[src/rtl/control_subcmd_fillarea_pattern.sv]
// control_subcmd_fillarea_pattern
//
// Fills a clipped rectangle of the framebuffer with a colour pattern
// (solid, checkerboard, row stripes, column stripes), one colour byte per
// clock, under the enable/done/ack handshake shared by the control
// subcommands.
//
// Ports:
//   clk, reset          system clock, synchronous active-high reset
//   enable              level-sensitive start request / hold
//   ack                 acknowledges done
//   x1, y1              top-left corner of the rectangle
//   width, height       rectangle size (clipped to the panel)
//   mode                00 solid, 01 checker, 10 row stripes, 11 column stripes
//   color, color_alt    primary / secondary colour
//   ram_ready           (only with CONTROL_FILLAREA_BACKPRESSURE_EN) RAM can
//                       accept the presented byte
//   row, column, pixel  write address (pixel = byte select)
//   data_out            byte to write
//   ram_write_enable    write strobe
//   ram_access_start    one-cycle pulse with the first accepted write
//   done                fill complete, held until ack
//
// Optional feature macro: CONTROL_FILLAREA_BACKPRESSURE_EN adds ram_ready;
// without it the RAM is treated as always ready.
// _UNUSED is a reserved parameter and has no function.

module control_subcmd_fillarea_pattern #(
  parameter int BYTES_PER_PIXEL = 2,
  parameter int PIXEL_HEIGHT    = 4,
  parameter int PIXEL_WIDTH     = 8,
  parameter int _UNUSED         = 0,
  localparam int CB = (PIXEL_WIDTH > 1) ? $clog2(PIXEL_WIDTH) : 1,
  localparam int RB = (PIXEL_HEIGHT > 1) ? $clog2(PIXEL_HEIGHT) : 1,
  localparam int PB = (BYTES_PER_PIXEL > 1) ? $clog2(BYTES_PER_PIXEL) : 1,
  localparam int CW = 8 * BYTES_PER_PIXEL + 0 * _UNUSED
) (
  input  logic          clk,
  input  logic          reset,
  input  logic          enable,
  input  logic          ack,
  input  logic [CB-1:0] x1,
  input  logic [RB-1:0] y1,
  input  logic [CB:0]   width,
  input  logic [RB:0]   height,
  input  logic [1:0]    mode,
  input  logic [CW-1:0] color,
  input  logic [CW-1:0] color_alt,
`ifdef CONTROL_FILLAREA_BACKPRESSURE_EN
  input  logic          ram_ready,
`endif
  output logic [RB-1:0] row,
  output logic [CB-1:0] column,
  output logic [PB-1:0] pixel,
  output logic [7:0]    data_out,
  output logic          ram_write_enable,
  output logic          ram_access_start,
  output logic          done
);

  typedef enum logic [1:0] {
    IDLE  = 2'd0,
    LOAD  = 2'd1,
    WRITE = 2'd2,
    DONE  = 2'd3
  } state_t;

  localparam logic [CB+1:0] W_EXT   = (CB+2)'(PIXEL_WIDTH);
  localparam logic [RB+1:0] H_EXT   = (RB+2)'(PIXEL_HEIGHT);
  localparam logic [PB-1:0] PIX_TOP = PB'(BYTES_PER_PIXEL - 1);

  state_t        state;
  logic [RB-1:0] row_q;
  logic [CB-1:0] col_q;
  logic [PB-1:0] pix_q;
  logic [7:0]    data_q;
  logic          we_q, start_q, done_q;
  logic          need_low_q;   // enable must be seen low before another start
  logic [CB-1:0] x1_q;
  logic [RB-1:0] y1_q;
  logic [CB:0]   xend_q;
  logic [1:0]    mode_q;
  logic [CW-1:0] color_q, alt_q;
  logic          ready;

`ifdef CONTROL_FILLAREA_BACKPRESSURE_EN
  assign ready = ram_ready;
`else
  assign ready = 1'b1;
`endif

  // Pattern choice needs only the parity of the offsets from (x1,y1).
  function automatic logic [7:0] pattern_byte(input logic [1:0]    m,
                                              input logic          rbit,
                                              input logic          cbit,
                                              input logic [CW-1:0] c,
                                              input logic [CW-1:0] a,
                                              input logic [PB-1:0] p);
    logic          use_alt;
    logic [CW-1:0] sel;
    case (m)
      2'b00:   use_alt = 1'b0;
      2'b01:   use_alt = rbit ^ cbit;
      2'b10:   use_alt = rbit;
      default: use_alt = cbit;
    endcase
    sel = (use_alt ? a : c) >> {p, 3'b000};
    return sel[7:0];
  endfunction

  // Clipping on the live inputs; two extra bits keep x1+width from wrapping.
  logic [CB+1:0] xsum_c, xend_c;
  logic [RB+1:0] ysum_c, yend_c;
  logic          empty_c;
  logic [CB-1:0] col0_c;
  logic [RB-1:0] row0_c;

  always_comb begin
    xsum_c  = {2'b00, x1} + {1'b0, width};
    ysum_c  = {2'b00, y1} + {1'b0, height};
    xend_c  = (xsum_c > W_EXT) ? W_EXT : xsum_c;
    yend_c  = (ysum_c > H_EXT) ? H_EXT : ysum_c;
    empty_c = (width == '0) || (height == '0) ||
              ({2'b00, x1} >= W_EXT) || ({2'b00, y1} >= H_EXT);
    col0_c  = CB'(xend_c - 1'b1);
    row0_c  = RB'(yend_c - 1'b1);
  end

  // Next address in the descending pixel/column/row walk.
  logic [RB-1:0] nrow_c;
  logic [CB-1:0] ncol_c;
  logic [PB-1:0] npix_c;
  logic          last_c;

  always_comb begin
    nrow_c = row_q;
    ncol_c = col_q;
    npix_c = pix_q;
    last_c = 1'b0;
    if (pix_q != '0) begin
      npix_c = pix_q - 1'b1;
    end else begin
      npix_c = PIX_TOP;
      if (col_q != x1_q) begin
        ncol_c = col_q - 1'b1;
      end else begin
        ncol_c = CB'(xend_q - 1'b1);
        if (row_q == y1_q) last_c = 1'b1;
        else               nrow_c = row_q - 1'b1;
      end
    end
  end

  always_ff @(posedge clk) begin
    if (reset) begin
      state      <= IDLE;
      row_q      <= '0;
      col_q      <= '0;
      pix_q      <= '0;
      data_q     <= '0;
      we_q       <= 1'b0;
      start_q    <= 1'b0;
      done_q     <= 1'b0;
      need_low_q <= 1'b0;
      x1_q       <= '0;
      y1_q       <= '0;
      xend_q     <= '0;
      mode_q     <= '0;
      color_q    <= '0;
      alt_q      <= '0;
    end else begin
      if (!enable) need_low_q <= 1'b0;
      case (state)
        IDLE: begin
          we_q    <= 1'b0;
          start_q <= 1'b0;
          done_q  <= 1'b0;
          if (enable && !ack && !need_low_q) state <= LOAD;
        end
        LOAD: begin
          if (!enable) begin
            state <= IDLE;
          end else begin
            x1_q    <= x1;
            y1_q    <= y1;
            xend_q  <= xend_c[CB:0];
            mode_q  <= mode;
            color_q <= color;
            alt_q   <= color_alt;
            if (empty_c) begin
              state      <= DONE;
              done_q     <= 1'b1;
              need_low_q <= 1'b1;
            end else begin
              state   <= WRITE;
              row_q   <= row0_c;
              col_q   <= col0_c;
              pix_q   <= PIX_TOP;
              data_q  <= pattern_byte(mode, row0_c[0] ^ y1[0], col0_c[0] ^ x1[0],
                                      color, color_alt, PIX_TOP);
              we_q    <= 1'b1;
              start_q <= 1'b1;
            end
          end
        end
        WRITE: begin
          if (!enable) begin
            state   <= IDLE;
            we_q    <= 1'b0;
            start_q <= 1'b0;
          end else if (ready) begin
            // The presented byte was accepted on this edge.
            start_q <= 1'b0;
            if (last_c) begin
              state      <= DONE;
              we_q       <= 1'b0;
              done_q     <= 1'b1;
              need_low_q <= 1'b1;
            end else begin
              row_q  <= nrow_c;
              col_q  <= ncol_c;
              pix_q  <= npix_c;
              data_q <= pattern_byte(mode_q, nrow_c[0] ^ y1_q[0], ncol_c[0] ^ x1_q[0],
                                     color_q, alt_q, npix_c);
            end
          end
        end
        DONE: begin
          if (ack) begin
            state  <= IDLE;
            done_q <= 1'b0;
          end
        end
        default: state <= IDLE;
      endcase
    end
  end

  assign row              = row_q;
  assign column           = col_q;
  assign pixel            = pix_q;
  assign data_out         = data_q;
  assign ram_write_enable = we_q & ready;
  assign ram_access_start = start_q & ready;
  assign done             = done_q;

endmodule

[config.mk]
export PLATFORM = sky130hd
export DESIGN_NAME = control_subcmd_fillarea_pattern
export DESIGN_NICKNAME = d
export VERILOG_FILES = /design/src/rtl/control_subcmd_fillarea_pattern.sv
export SDC_FILE = /design/constraint.sdc
export NUM_CORES = 1
export LEC_CHECK = 0
export ABC_AREA = 1
export CAP_MARGIN = 25
export CORE_MARGIN = 1
export CORE_UTILIZATION = 47
export CTS_CLUSTER_DIAMETER = 100
export DETAILED_ROUTE_END_ITERATION = 6
export PLACE_DENSITY = 0.76
export SYNTH_ARGS = -nofsm -noshare
export SYNTH_HDL_FRONTEND = slang
export SYNTH_SLANG_ARGS = --single-unit
[constraint.sdc]
create_clock -name clk -period 2.3 [get_ports clk]
set_input_delay 0.46 -clock clk [delete_from_list [all_inputs] [get_ports clk]]
set_output_delay 0.46 -clock clk [all_outputs]
set_load 0.05 [all_outputs]
# Word-level counts from Yosys, hierarchy flattened
# Cells that the tools add are included.
[word_totals]
in_bits = 50
ff_bits = 62
out_inout_bits = 17
[classes]
add_sub_neg = 8
shifts = 1
n_lt_le_gt_ge = 2
bitwise = 6
muxes = 66
reduce_logical = 22
eq_ne = 21
[op_table]
columns = ["op", "count"]
rows = [
  ["$mux 16", 2],
  ["$mux 8", 4],
  ["$mux 1", 29],
  ["$mux 2", 13],
  ["$ne 2x2->1 const B", 11],
  ["$mux 3", 7],
  ["$pmux 8 s2", 1],
  ["$shr 16x4->8", 1],
  ["$reduce_and 5->1", 2],
  ["$pmux 1 s3", 3],
  ["$sub 3x1->3 const B", 3],
  ["$eq 2x2->1 const B", 4],
  ["$pmux 2 s4", 1],
  ["$reduce_and 8->1", 1],
  ["$eq 2x1->1 const B", 3],
  ["$logic_not 2->1", 3],
  ["$pmux 1 s2", 3],
  ["$pmux 3 s2", 1],
  ["$reduce_and 3->1", 2],
  ["$reduce_and 6->1", 1],
  ["$xor 1x1->1", 6],
  ["$add 3x4->5", 1],
  ["$gt 5x4->1 const B", 1],
  ["$add 2x3->4", 1],
  ["other kinds (18)", 22],
]

# Logic depth before layout (Yosys ltp)
# Gate-level depths: netlist of run 1.
[logic_depth]
depth_word = 16
ltp_mapped = 16

# Worst setup path after synthesis of run 1
# OpenSTA, ideal clock, no wires.
[synth_timing]
path_kind = "input -> register"
start = "input port y1[0]"
end = "register data_q[0], in the netlist data_out[0]"
t_arrival_ns = 2.381
path_buffers = 0
path_stages = 15
path_slack_ns = -0.201
setup_ns = 0.120
path_cell_list = "ha_1 fa_1 or2_1 nand3_1 nand2_1 o21ai_1 nand2_1 o21ai_1 nand2_1 nand2_2 nand2_1 nand3_1 nand2_1 inv_1 a21oi_1"
[synth_between]
elab_chain_cells = 15
[synth_rtl]
columns = ["item", "line", "source"]
rows = [
  ["start, declared", "43", "input logic [RB-1:0] y1,"],
  ["$add 2x3->4", "120", "ysum_c = {2'b00, y1} + {1'b0, height};"],
  ["$gt 4x3->1", "122", "yend_c = (ysum_c > H_EXT) ? H_EXT : ysum_c;"],
  ["$mux 2", "122", ""],
  ["$sub 2x1->2", "126", "row0_c = RB'(yend_c - 1'b1);"],
  ["$xor 1x1->1 (*)", "199", "data_q <= pattern_byte(mode, row0_c[0] ^ y1[0], col0_c[0] ^ x1[0],"],
  ["$xor 1x1->1", "103", "2'b01: use_alt = rbit ^ cbit;"],
  ["$pmux 1 s3 (*)", "101", "case (m)"],
  ["$mux 1 (*)", "190", "if (empty_c) begin"],
  ["$mux 1 (*)", "181", "if (!enable) begin"],
  ["$mux 1 (*)", "173", "case (state)"],
  ["$mux 1 (*)", "155", "if (reset) begin"],
  ["$mux 16 (*)", "107", "sel = (use_alt ? a : c) >> {p, 3'b000};"],
  ["$mux 8 (*)", "190", ""],
  ["$mux 8 (*)", "181", ""],
  ["$pmux 8 s2 (*)", "173", ""],
  ["end signal, assigned", "199", ""],
  ["end signal, assigned", "223", "data_q <= pattern_byte(mode_q, nrow_c[0] ^ y1_q[0], ncol_c[0] ^ x1_q[0],"],
  ["end, declared", "76", "logic [7:0] data_q;"],
]
# Every way passes the cells marked *; elsewhere a longest branch is shown, timed or not. The select of a mux whose other input is x is not followed.
# A chain may end at the register's enable or synchronous reset.

# Final worst setup path of run 1
[layout_timing]
start = "input port width[0]"
end = "register data_q[0], in the netlist data_out[0]"
[layout_between]
elab_chain_cells = 15
elab_cells_between_ends = 19
cone_classes = "2 x add/sub; 1 x order compare; 1 x eq/ne; 10 x mux; 2 x bitwise; 3 x reduce/logical"
[layout_rtl]
columns = ["item", "line", "source"]
rows = [
  ["start, declared", "44", "input logic [CB:0] width,"],
  ["$add 3x4->5", "119", "xsum_c = {2'b00, x1} + {1'b0, width};"],
  ["$gt 5x4->1", "121", "xend_c = (xsum_c > W_EXT) ? W_EXT : xsum_c;"],
  ["$mux 3", "121", ""],
  ["$sub 3x1->3", "125", "col0_c = CB'(xend_c - 1'b1);"],
  ["$xor 1x1->1", "199", ""],
  ["$xor 1x1->1", "103", ""],
  ["$pmux 1 s3", "101", ""],
  ["$mux 1", "190", ""],
  ["$mux 1", "181", ""],
  ["$mux 1", "173", ""],
  ["$mux 1", "155", ""],
  ["$mux 16", "107", ""],
  ["$mux 8", "190", ""],
  ["$mux 8", "181", ""],
  ["$pmux 8 s2", "173", ""],
]
# Several ways; a longest one is shown, not always the timed one. The select of a mux whose other input is x is not followed.

==> results of run 1 <==
==> critical path, cell delays in order <==
cell     delay, ns
buf_8         0.08
ha_4          0.13
inv_2         0.03
fa_1          0.49
inv_1         0.04
or2_1         0.21
o21ai_2       0.18
nand2_2       0.12
nand2_4       0.11
buf_6         0.11
nand4_4       0.12
nand2_4       0.18
nand2_2       0.08
nand3_2       0.06
nand2_1       0.05
inv_1         0.07
a21oi_2       0.05
==> cells in the mapped netlist (all sizes together) <==
library cell / n / area [um^2]
a211oi: 1 / 7.51
a21oi: 35 / 175
a221oi: 1 / 8.76
a311oi: 1 / 8.76
a31oi: 1 / 6.26
a32o: 1 / 10.0
buf: 6 / 38.8
clkbuf: 17 / 63.8
dfxtp: 62 / 1240
fa: 2 / 40.0
ha: 11 / 138
inv: 50 / 188
nand2: 85 / 352
nand3: 76 / 405
nand3b: 1 / 7.51
nand4: 5 / 37.5
nor2: 70 / 273
nor3: 2 / 10.0
nor3b: 1 / 12.5
nor4: 2 / 12.5
o211ai: 1 / 7.51
o21ai: 62 / 314
o22ai: 2 / 12.5
o311ai: 1 / 8.76
o31ai: 1 / 7.51
or2: 5 / 31.3
or3b: 1 / 8.76
xnor2: 3 / 33.8
xor2: 2 / 25.0
==> flip-flops by register name (all words and copies together) (netlist names) <==
signal            flops
alt_q                16
color_q              16
column                3
data_out              8
done                  1
mode_q                2
need_low_q            1
pixel                 1
ram_access_start      1
ram_write_enable      1
row                   2
state                 2
x1_q                  3
xend_q                3
y1_q                  2
==> cells by family after synthesis <==
kind of cell | share of synthesized area, %
xor gates and xnor gates | 1.69
buffers and inverters | 8.33
DFF | 35.6
adders and majority gates | 5.10
and+or+nand+nor | 33.0
AOI/OAI and AO/OA | 16.3
==> timing repair <==
item / in CTS / in global routing
endpoints found under the hold margin: 0 / 0
buffers inserted: 5 / 3
gates cloned: 2 / 0
resized for setup: 47 / 46
endpoints found under the setup margin: 13 / 10
pin swaps: 16 / 32
==> per-layer routing <==
layer	wire, um	GRT usage, %
met5	0	0
met2	5060	45.5
met1	4310	34.5
met4	282	11.3
met3	703	5.66
==> where the power goes <==
group          switching [mW]  leakage, nW  total (mW)  internal (mW)
clock network           0.456        0.108        1.09          0.635
registers               0.198        0.509        1.57           1.38
logic                    2.16         1.55        3.40           1.25
total                    2.81         2.17        6.07           3.26
==> final cells by class <==
| type | instances | area (um^2) |
|---|---|---|
| Fill cell | 583 | 2140 |
| Clock inverter | 6 | 85.1 |
| Timing Repair Buffer | 113 | 1030 |
| Clock buffer | 10 | 138 |
| Multi-Input combinational cell | 375 | 2260 |
| Inverter | 50 | 188 |
| Tap cell | 99 | 124 |
| Sequential cell | 62 | 1240 |
==> per-stage QoR <==
| step | hold WS (ns) | cells | utilization [%] |
|---|---|---|---|
| 2_1_floorplan | 0.442 | 508 | - |
| 3_3_place_gp | 0.452 | 690 | 63.0 |
| 3_5_place_dp | 0.461 | 690 | 63.0 |
| 4_1_cts | 0.406 | 713 | 67.6 |
| 5_1_grt | 0.404 | 715 | 70.3 |
| 6_report | 0.401 | 715 | 70.3 |
==> worst max path at each step <==
stage,to,from,slack [ns]
floorplan,data_out[0]$_SDFFE_PP0P_,y1[0],-0.13
global placement,data_out[4]$_SDFFE_PP0P_,y1[0],-0.72
detailed placement,data_out[3]$_SDFFE_PP0P_,width[0],-0.82
CTS,data_out[1]$_SDFFE_PP0P_,x1[1],0.007
global route,data_out[4]$_SDFFE_PP0P_,width[0],-0.13
finish,data_out[0]$_SDFFE_PP0P_,width[0],-0.02
==> metrics.md, run 1 <==
| Metric | Value |
|---|---|
| Post-Syn Area | `between 0.003 and 0.004 mm^2` |
| Leakage | `2.17 nW` |
| Die height | `88.1 um` |
| Final non-filler cell area | `0.00507 mm^2` |
| Number of max-cap violations | `0` |
| Skew final | `0.00989 ns` |
| Hold path cells | `3` |
| GRT Overall Usage | `~27%` |
| Mapped Nets | `571` |
| Fin crit period | `2.32 ns` |
| Worst setup path class | `in2reg` |
| CTS tree | `done` |
| Clk_lat worst skew | `approximately 0.35 ns` |
| Final Hold Viols | `0` |
| Final wirelength | `10.4 mm` |
| Buffers added on ports | `66` |
| Worst-path maximum fanout | `8` |
| Startpoint Class | `primary input` |
| Fmax | `430 MHz` |
| Routed length per instance | `roughly 14 um` |
| Layout area overhead | `45.5%` |
| Via density | `5.45` |
| Worst slew margin | `66.3%` |
| TritonRoute pass-1 iters | `6` |
| Worst Hold Path EP | `y1_q[0]$_SDFFE_PP0P_` |
| RSZ-0062 raised after global routing | `yes` |
| Final setup margin | `-0.0237 ns` |
| Period utilisation layout | `101%` |
| Most common cell after layout, fill and taps aside | `nor2_1` |
| Setup TNS | `-0.0632 ns` |
| Clock root buffer | `clkbuf_8` |
| Layout cells sized above 1 | `24.5%` |
| Syn Inst Count | `508` |
| Worst Hold Class | `in2reg` |
| Vias in the first global route | `3580` |
| Seq/Total Area, Yosys | `between 30% and 40%` |
| Netlist cell types | `between 40 and 50` |
| CP Data Required Time | `2.54 ns` |
| Hold path startpoint | `y1[0]` |
| DP Wirelength | `6.89 mm` |
| Row count | `31` |
| Worst Max-Slew Pin Slew | `0.503 ns` |
| Initial antenna violation count | `0` |
| Largest net degree at the start of global routing | `55` |
| Flops & latches, synth | `between 60 and 70` |
| Final net count | `between 600 and 700` |
| FF-to-FF End | `data_out[0]$_SDFFE_PP0P_` |
| Via Count | `3894` |
| Clk sink count | `62` |
| Post-route ant nets | `0` |
| # hold bufs at CTS | `0` |
| P per Cell Area | `between 1000 and 1500 mW/mm^2` |
| Die area | `around 0.0078 mm^2` |
| Post-place setup slack | `-0.822 ns` |
| Max Transition Viols Final | `0` |
| First-pass GRT wire length | `16.3 mm` |
| DRC | `0` |
| Setup-failing EPs final | `3` |
| DRT iter0 DRCs | `318` |
| Ant diodes | `0` |
| Synth warn | `0` |
| IO Pins | `67` |
| H-tree levels | `3` |
| Worst VDD drop | `between 0.0007 and 0.0008 V` |
| Most frequent cells in the layout | `nor2_1 (67), nand2_1 (63), dfxtp_1 (61), nand3_1 (56), clkdlybuf4s50_1 (56)` |
| TritonCTS Buffers | `9` |
| Core Footprint | `0.00721 mm^2` |
| Failing checks | `negative setup slack` |
| Reg-to-reg startpoint | `x1_q[0]$_SDFFE_PP0P_` |
| Total power | `roughly 6.1 mW` |
| Clk slew on worst S/H paths | `about 0.070 ns` |
| Grt ovf | `0` |
| Reg2Reg Setup Slack | `0.01 ns` |
| Crit end category | `flip-flop` |
| DIE WIDTH | `about 90 um` |
| Initial Utilization | `48.3%` |
| Status | `finished, violations left` |
| Post-DP Area | `0.00454 mm^2` |
| WP data arrival | `~2.6 ns` |
| CTS max path bufs | `2` |
| Reg2reg path depth | `14` |
| Synth Area per Inst | `6.86 um^2` |
| Placer's final routability congestion estimate | `0.981` |
(Power assumes the default switching activity.)
==> inputs of run 2 (changes only) <==
Settings changed: GPL_TIMING_DRIVEN set to 0.
==> run 2 against run 1 <==
  * The flow still finishes with violations (negative setup slack)
  * Critical path depth shrank 1
  * First-iteration DRC count grew 9.1%
  * Power is 4.3% lower
  * Sequential power about the same
  * Die area did not move
  * Register-to-register slack better by 0.11 ns
  * Clock skew up 0.0020 ns
  * Core utilization is 3.6 points lower
  * Critical path type unchanged
  * Critical endpoint is now data_out[3]$_SDFFE_PP0P_
  * Largest cell class unchanged
  * Highest routed layer unchanged
==> metrics.md, run 2 (same netlist as run 1, synthesis figures left out) <==
| Metric | Value |
|---|---|
| TritonRoute pass-1 iters | `5 (-1)` |
| Worst slew margin | `50.6% (-16 points)` |
| DIE WIDTH | `88.1 um (unchanged)` |
| DRT iter0 DRCs | `347 (+9.1%)` |
| Filler Cell Count | `636 (+9.1%)` |
| Via Count | `3895 (+0.026%)` |
| Clk sink count | `62 (unchanged)` |
| Largest net degree at the start of global routing | `11 (-80%)` |
| Setup TNS | `-1.29 ns (-1.23 ns)` |
| Vias in the first global route | `3463 (-3.3%)` |
| Placer's final routability congestion estimate | `0.896 (-8.6%)` |
| Layout area overhead | `38.0%` |
| Max stage delay on crit path | `0.48 ns (about the same)` |
| Most common cell after layout, fill and taps aside | `nor2_1` |
| Period utilisation layout | `108% (+7.1 points)` |
| Clk_lat worst skew | `0.35 ns (about the same)` |
| Initial Utilization | `48.3% (unchanged)` |
| Post-place setup slack | `-1.00 ns (-0.181 ns)` |
| Die height | `88.1 um (unchanged)` |
| Reg2reg path depth | `13 (-1)` |
| Buffers added on ports | `64 (-3.0%)` |
| Worst VDD drop | `0.000712 V (-0.85%)` |
| Post-DP Area | `0.00433 mm^2 (-4.8%)` |
| Routed length per instance | `15.5 um (+7.0%)` |
| Worst Hold Path EP | `y1_q[0]$_SDFFE_PP0P_` |
| H-tree levels | `3 (unchanged)` |
| FF-to-FF End | `data_out[7]$_SDFFE_PP0P_` |
| P per Cell Area | `1210 mW/mm^2 (+0.96%)` |
| Via density | `5.56 (+2.2%)` |
| GRT Overall Usage | `28.5% (+1.2 points)` |
| Die area | `0.00776 mm^2 (unchanged)` |
| Min Hold Slack | `0.399 ns (-0.00263 ns)` |
| CP Data Required Time | `2.58 ns (+0.04 ns)` |
| Clk slew on worst S/H paths | `0.07 ns (about the same)` |
| CTS tree | `done` |
| TritonCTS Buffers | `9 (unchanged)` |
| Hold path cells | `3 (unchanged)` |
| Crit end category | `flip-flop` |
| RSZ-0062 raised after global routing | `yes` |
| Number of max-cap violations | `0 (unchanged)` |
| Layout cells sized above 1 | `18.1% (-6.4 points)` |
| Hold path startpoint | `y1[0]` |
| Worst setup path class | `in2reg` |
| Core Footprint | `0.00721 mm^2 (unchanged)` |
| Final net count | `659 (-2.2%)` |
| Buffers & Inverters on Critical Path | `2 (-3)` |
| Ant diodes | `0 (unchanged)` |
| Status | `finished, violations left` |
| Clock root buffer | `clkbuf_8` |
| Crit path max-delay family | `simple AND/OR/NAND/NOR gates` |
| Grt ovf | `0 (unchanged)` |
| Worst-path maximum fanout | `8 (unchanged)` |
| Fin crit period | `2.49 ns (+0.162 ns)` |
| Slowest CP cell | `fa_1` |
| Worst Hold Class | `in2reg` |
| Skew final | `0.0119 ns (+0.00204 ns)` |
| Worst path cell trace | `buf_8, ha_4, fa_1, or2_1, nand3_2, nand2_2, nand2_1, o21ai_2, buf_4, o21ai_4, nand2_8, nand2_8, nand2_2, nand3_2, nand3_2, a21oi_2` |
| Setup-failing EPs final | `8 (+5)` |
| Max Transition Viols Final | `0 (unchanged)` |
| Final wirelength | `10.8 mm (+4.8%)` |
| DRC | `0 (unchanged)` |
| Fmax | `402 MHz (-6.5%)` |
| WP data arrival | `2.77 ns (+0.21 ns)` |
| CTS max path bufs | `2 (unchanged)` |
| Leakage | `2.01 nW (-7.3%)` |
| Post-route ant nets | `0 (unchanged)` |
| Reg-to-reg startpoint | `column[0]$_SDFFE_PP0P_` |
| CP dominant cell by count | `nand3_2` |
| Reg2Reg Setup Slack | `0.12 ns (+0.11 ns)` |
| IO Pins | `67 (unchanged)` |
| Failing checks | `negative setup slack` |
| Final non-filler cell area | `0.00481 mm^2 (-5.2%)` |
| Row count | `31 (unchanged)` |
| First-pass GRT wire length | `16.7 mm (+2.7%)` |
| Startpoint Class | `primary input` |
| Worst Max-Slew Pin Slew | `0.742 ns (+0.238 ns)` |
| Initial antenna violation count | `0 (unchanged)` |
| DP Wirelength | `7.35 mm (+6.7%)` |
| # hold bufs at CTS | `0 (unchanged)` |
| Most frequent cells in the layout | `nor2_1 (68), nand3_1 (63), nand2_1 (63), dfxtp_1 (62), clkdlybuf4s50_1 (54)` |
| Final setup margin | `-0.186 ns (-0.162 ns)` |
| Final Hold Viols | `0 (unchanged)` |
run 2: changes by cell type in the layout (fill, tap and decap cells not counted), sizes merged:
cell and delta:
buf -30, bufinv -2, clkbuf +19, clkdlybuf4s50 -2, clkinv +1, clkinvlp -1
dlygate4sd2 -2, dlymetal6s2s +2
run 2: power by group:
| part | switching [mW] | internal (mW) |
|---|---|---|
| clock | 0.433 | 0.415 |
| sequential | 0.202 | 1.37 |
| combinational | 2.19 | 1.19 |
run 2: timing repair:
action / 4_1_cts / 5_1_grt
pin swaps: 17 / 18
gates resized for setup: 61 / 31
setup endpoints to repair: 12 / 11
buffers inserted: 6 / 5
cloned: 2 / 0
run 2: metal layers:
layer | global-route usage, % | up-vias | part of all wire [%]
met5 | 0 | - | 0
met4 | 10.4 | 0 | 2.8
met3 | 6.31 | 32 | 6.7
met2 | 45.8 | 176 | 47
met1 | 37.6 | 1811 | 44
li1 | - | 1876 | -
run 2: layout make-up:
type,instances,area [um^2],area share (%)
Buffer,23,105,2.19
Clock buffer,12,145,3.02
Clock inverter,4,22.5,0.468
Inverter,50,190,3.96
Multi-Input combinational cell,375,2250,46.7
Sequential cell,62,1240,25.8
Tap cell,99,124,2.58
Timing Repair Buffer,75,734,15.3
run 2: worst max-delay path by stage:
stage          startpoint                  endpoint  slack [ns]  depth (start not counted)
2_1_floorplan       y1[0]  data_out[0]$_SDFFE_PP0P_       -0.13                         15
3_3_place_gp     width[0]  data_out[4]$_SDFFE_PP0P_       -0.95                         17
3_5_place_dp    height[0]  data_out[1]$_SDFFE_PP0P_       -1.00                         15
4_1_cts         height[0]  data_out[1]$_SDFFE_PP0P_       -0.08                         16
5_1_grt             y1[0]  data_out[6]$_SDFFE_PP0P_       -0.25                         16
6_report            y1[0]  data_out[3]$_SDFFE_PP0P_       -0.19                         16
run 2: per-stage QoR:
step / cells / util [%] / power (mW)
floorplan: 508 / - / 3.84
global placement: 671 / 60.0 / 4.61
detailed placement: 671 / 60.0 / 4.68
CTS: 695 / 65.0 / 5.62
global route: 700 / 66.6 / 6.18
finish: 700 / 66.6 / 5.81
run 2: worst register-to-register path, cell delays in order (launching register included):
cell	delay [ns]
dfxtp_1	0.45
nand2_1	0.10
nand2_2	0.12
nand3_4	0.16
nor2_4	0.20
nand2_2	0.07
nand2_2	0.10
nand2_4	0.07
nand3_4	0.14
buf_2	0.25
nand3_1	0.16
nand3_1	0.12
nand3_1	0.08
a21oi_1	0.12
==> inputs of run 3 (changes only) <==
Settings changed: MAX_ROUTING_LAYER set to met4, PLACE_DENSITY 0.76 to unset, PLACE_DENSITY_LB_ADDON set to 0.3, SLEW_MARGIN set to 20.
==> run 3 against run 2 <==
  * The flow still finishes with violations (negative setup slack)
  * Clock skew is 0.0017 ns lower
  * Clock-buffer cell count stayed put
  * Sequential cell count stayed put
  * Sequential power hardly changed
  * Global-route usage is 1.4 points higher
  * Critical endpoint unchanged
  * Combinational power is 1% higher
  * Critical path type unchanged
  * Fmax is 0.11% higher
  * Register-to-register slack hardly changed
  * Via count is 0.92% higher
  * Power is 3.6% higher
==> metrics.md, run 3 (same netlist as run 1, synthesis figures left out) <==
| Metric | Value |
|---|---|
| Status | `finished, violations left` |
| Failing checks | `negative setup slack` |
| FF-to-FF End | `data_out[6]$_SDFFE_PP0P_` |
| Post-route ant nets | `0 (unchanged)` |
| Worst VDD drop | `0.000624 V (-12%)` |
| CTS tree | `done` |
| GRT Overall Usage | `29.9% (+1.4 points)` |
| TritonCTS Buffers | `9 (unchanged)` |
| Most frequent cells in the layout | `nor2_1 (68), dfxtp_1 (62), nand2_1 (60), nand3_1 (59), clkdlybuf4s50_1 (56)` |
| Int Pwr | `3.16 mW (+5.8%)` |
| WP data arrival | `2.77 ns (about the same)` |
| DR WL met3 | `913 um (+26%)` |
| Layout cells sized above 1 | `19.6% (+1.5 points)` |
| CP Data Required Time | `2.59 ns (about the same)` |
| First-pass GRT wire length | `17.0 mm (+1.3%)` |
| Part of the power in the clock network | `17.0% (+2.4 points)` |
| Worst slew margin | `46.8% (-3.8 points)` |
| # hold bufs at CTS | `0 (unchanged)` |
| Clk sink count | `62 (unchanged)` |
| Fin crit period | `2.48 ns (-0.00269 ns)` |
| Worst path cell trace | `buf_8, ha_4, fa_1, or2_1, nand3_2, nand2_4, o21ai_4, nand2_2, o21ai_4, nand2_8, nand2_8, nand2_2, nand3_2, nand3_2, a21oi_2` |
| Final wirelength | `11.1 mm (+2.0%)` |
| Layout Utilization | `67.9% (+1.3 points)` |
| Layout area overhead | `40.6%` |
| Placer's final routability congestion estimate | `0.911 (+1.7%)` |
| Net Switching | `2.86 mW (+1.4%)` |
| DP Wirelength | `7.23 mm (-1.7%)` |
| Grt ovf | `0 (unchanged)` |
| Reg2Reg Setup Slack | `0.12 ns (about the same)` |
| DRT iter0 DRCs | `316 (-8.9%)` |
| Clk slew on worst S/H paths | `0.07 ns (about the same)` |
| DRC | `0 (unchanged)` |
| CTS max path bufs | `2 (unchanged)` |
| Row count | `31 (unchanged)` |
| Via Count | `3931 (+0.92%)` |
| Fmax | `403 MHz (+0.11%)` |
| Worst Max-Slew Pin Slew | `0.799 ns (+0.0571 ns)` |
| Worst Hold Path EP | `y1_q[0]$_SDFFE_PP0P_` |
| TritonRoute pass-1 iters | `7 (+2)` |
| Max stage delay on crit path | `0.47 ns (about the same)` |
| Hold path startpoint | `y1[0]` |
| CP dominant cell by count | `nand3_2` |
| Final Hold Viols | `0 (unchanged)` |
| Buffers added on ports | `64 (unchanged)` |
| Final setup margin | `-0.183 ns (+0.00269 ns)` |
| P per Cell Area | `1230 mW/mm^2 (+1.7%)` |
| Metal1 wirelength | `4.40 mm (-6.9%)` |
| Skew final | `0.0103 ns (-0.00165 ns)` |
| Core Footprint | `0.00721 mm^2 (unchanged)` |
| Max layer used | `met4` |
| Initial antenna violation count | `0 (unchanged)` |
| Routed length per instance | `15.8 um (+2.0%)` |
| Reg-to-reg startpoint | `column[0]$_SDFFE_PP0P_` |
| Most common cell after layout, fill and taps aside | `nor2_1` |
| IO Pins | `67 (unchanged)` |
| Worst-path maximum fanout | `8 (unchanged)` |
| Die height | `88.1 um (unchanged)` |
| H-tree levels | `3 (unchanged)` |
| Leakage | `2.04 nW (+1.4%)` |
| Reg2reg path depth | `15 (+2)` |
| Hold path cells | `3 (unchanged)` |
| Clock root buffer | `clkbuf_8` |
| Logic pwr share | `56.8% (-1.4 points)` |
| DIE WIDTH | `88.1 um (unchanged)` |
| Non-Filler Instances | `700 (unchanged)` |
| Seq pwr share | `26.2% (-1.0 points)` |
| Placed insts | `671 (unchanged)` |
| RSZ-0062 raised after global routing | `yes` |
| Sw Share | `47.6% (-1.1 points)` |
| Vias in the first global route | `3655 (+5.5%)` |
| Via density | `5.62 (+0.92%)` |
| Clk_lat worst skew | `0.35 ns (about the same)` |
| Max Transition Viols Final | `0 (unchanged)` |
| Number of max-cap violations | `0 (unchanged)` |
| Startpoint Class | `primary input` |
| Largest net degree at the start of global routing | `11 (unchanged)` |
| Setup-failing EPs final | `10 (+2)` |
| Die area | `0.00776 mm^2 (unchanged)` |
| Met2 Routed Length | `5.31 mm (+4.1%)` |
| Worst Hold Class | `in2reg` |
| Period utilisation layout | `108% (-0.12 points)` |
| Filler Cell Count | `610 (-4.1%)` |
| Slowest CP cell | `fa_1` |
| Crit. Startpoint | `height[0]` |
| Initial Utilization | `48.3% (unchanged)` |
| Worst setup path class | `in2reg` |
| Final net count | `660 (+0.15%)` |
| Crit end category | `flip-flop` |
| Ant diodes | `0 (unchanged)` |
==> run 3: cell types whose count changed in the layout (fill, tap and decap cells not counted), moves of 2 or more <==
cell,change
clkbuf_8,+2
o21ai_2,-2
nand3_1,-4
buf_6,+2
clkinv_2,-2
nand2_4,+2
clkdlybuf4s50_1,+2
clkbuf_1,-2
nand2_1,-3
dlymetal6s2s_1,-2
nand3_2,+4
==> run 3: repair_timing <==
action	in CTS	in global routing
gates resized for setup	73	28
setup endpoints to repair	12	11
setup buffers	8	4
cloned	2	0
pin swaps	25	27
==> run 3: power by group through the flow <==
stage / clock, mW / combinational [mW] / sequential, mW
2_1_floorplan: 0 / 1.99 / 1.85
3_3_place_gp: 0 / 3.03 / 1.58
3_5_place_dp: 0 / 3.07 / 1.59
4_1_cts: 1.02 / 3.24 / 1.57
5_1_grt: 1.08 / 3.69 / 1.61
6_report: 1.02 / 3.42 / 1.58
==> run 3: worst max path at each step <==
stage / endpoint / slack [ns] / cells past startpoint
finish: data_out[3]$_SDFFE_PP0P_ / -0.18 / 15
global route: data_out[3]$_SDFFE_PP0P_ / -0.26 / 16
CTS: data_out[2]$_SDFFE_PP0P_ / -0.12 / 16
detailed placement: data_out[2]$_SDFFE_PP0P_ / -0.99 / 15
global placement: data_out[5]$_SDFFE_PP0P_ / -0.97 / 17
floorplan: data_out[0]$_SDFFE_PP0P_ / -0.13 / 15
==> run 3: per-stage QoR <==
| stage | power, mW | setup slack (ns) | area (um^2) | hold WS (ns) | setup TNS [ns] |
|---|---|---|---|---|---|
| floorplan | 3.84 | -0.127 | 3560 | 0.442 | -0.981 |
| global placement | 4.61 | -0.965 | 4330 | 0.451 | -10.67 |
| detailed placement | 4.66 | -0.988 | 4330 | 0.458 | -11.13 |
| CTS | 5.82 | -0.121 | 4790 | 0.383 | -0.930 |
| global route | 6.38 | -0.261 | 4900 | 0.447 | -2.42 |
| finish | 6.02 | -0.183 | 4900 | 0.438 | -1.52 |
==> run 3: layer usage <==
metal / vias to the layer above / GRT usage [%]
met2: 177 / 48.1
li1: 1876 / -
met3: 45 / 6.79
met5: - / -
met4: 0 / 14.7
met1: 1833 / 35.0
==> run 3: cell type report <==
type,count,area (um^2),share of cell area [%]
Multi-Input combinational cell,375,2290,46.7
Sequential cell,62,1240,25.3
Timing Repair Buffer,76,744,15.2
Inverter,50,193,3.93
Clock buffer,12,165,3.37
Tap cell,99,124,2.53
Buffer,23,103,2.09
Clock inverter,3,42.5,0.868
==> run 3: critical path: cells and delay by family <==
family,cells,cell delay [ns]
adders and majority gates,2,0.62
and+or+nand+nor,9,1.14
AOI/OAI and AO/OA,3,0.43
buffers and inverters,1,0.10
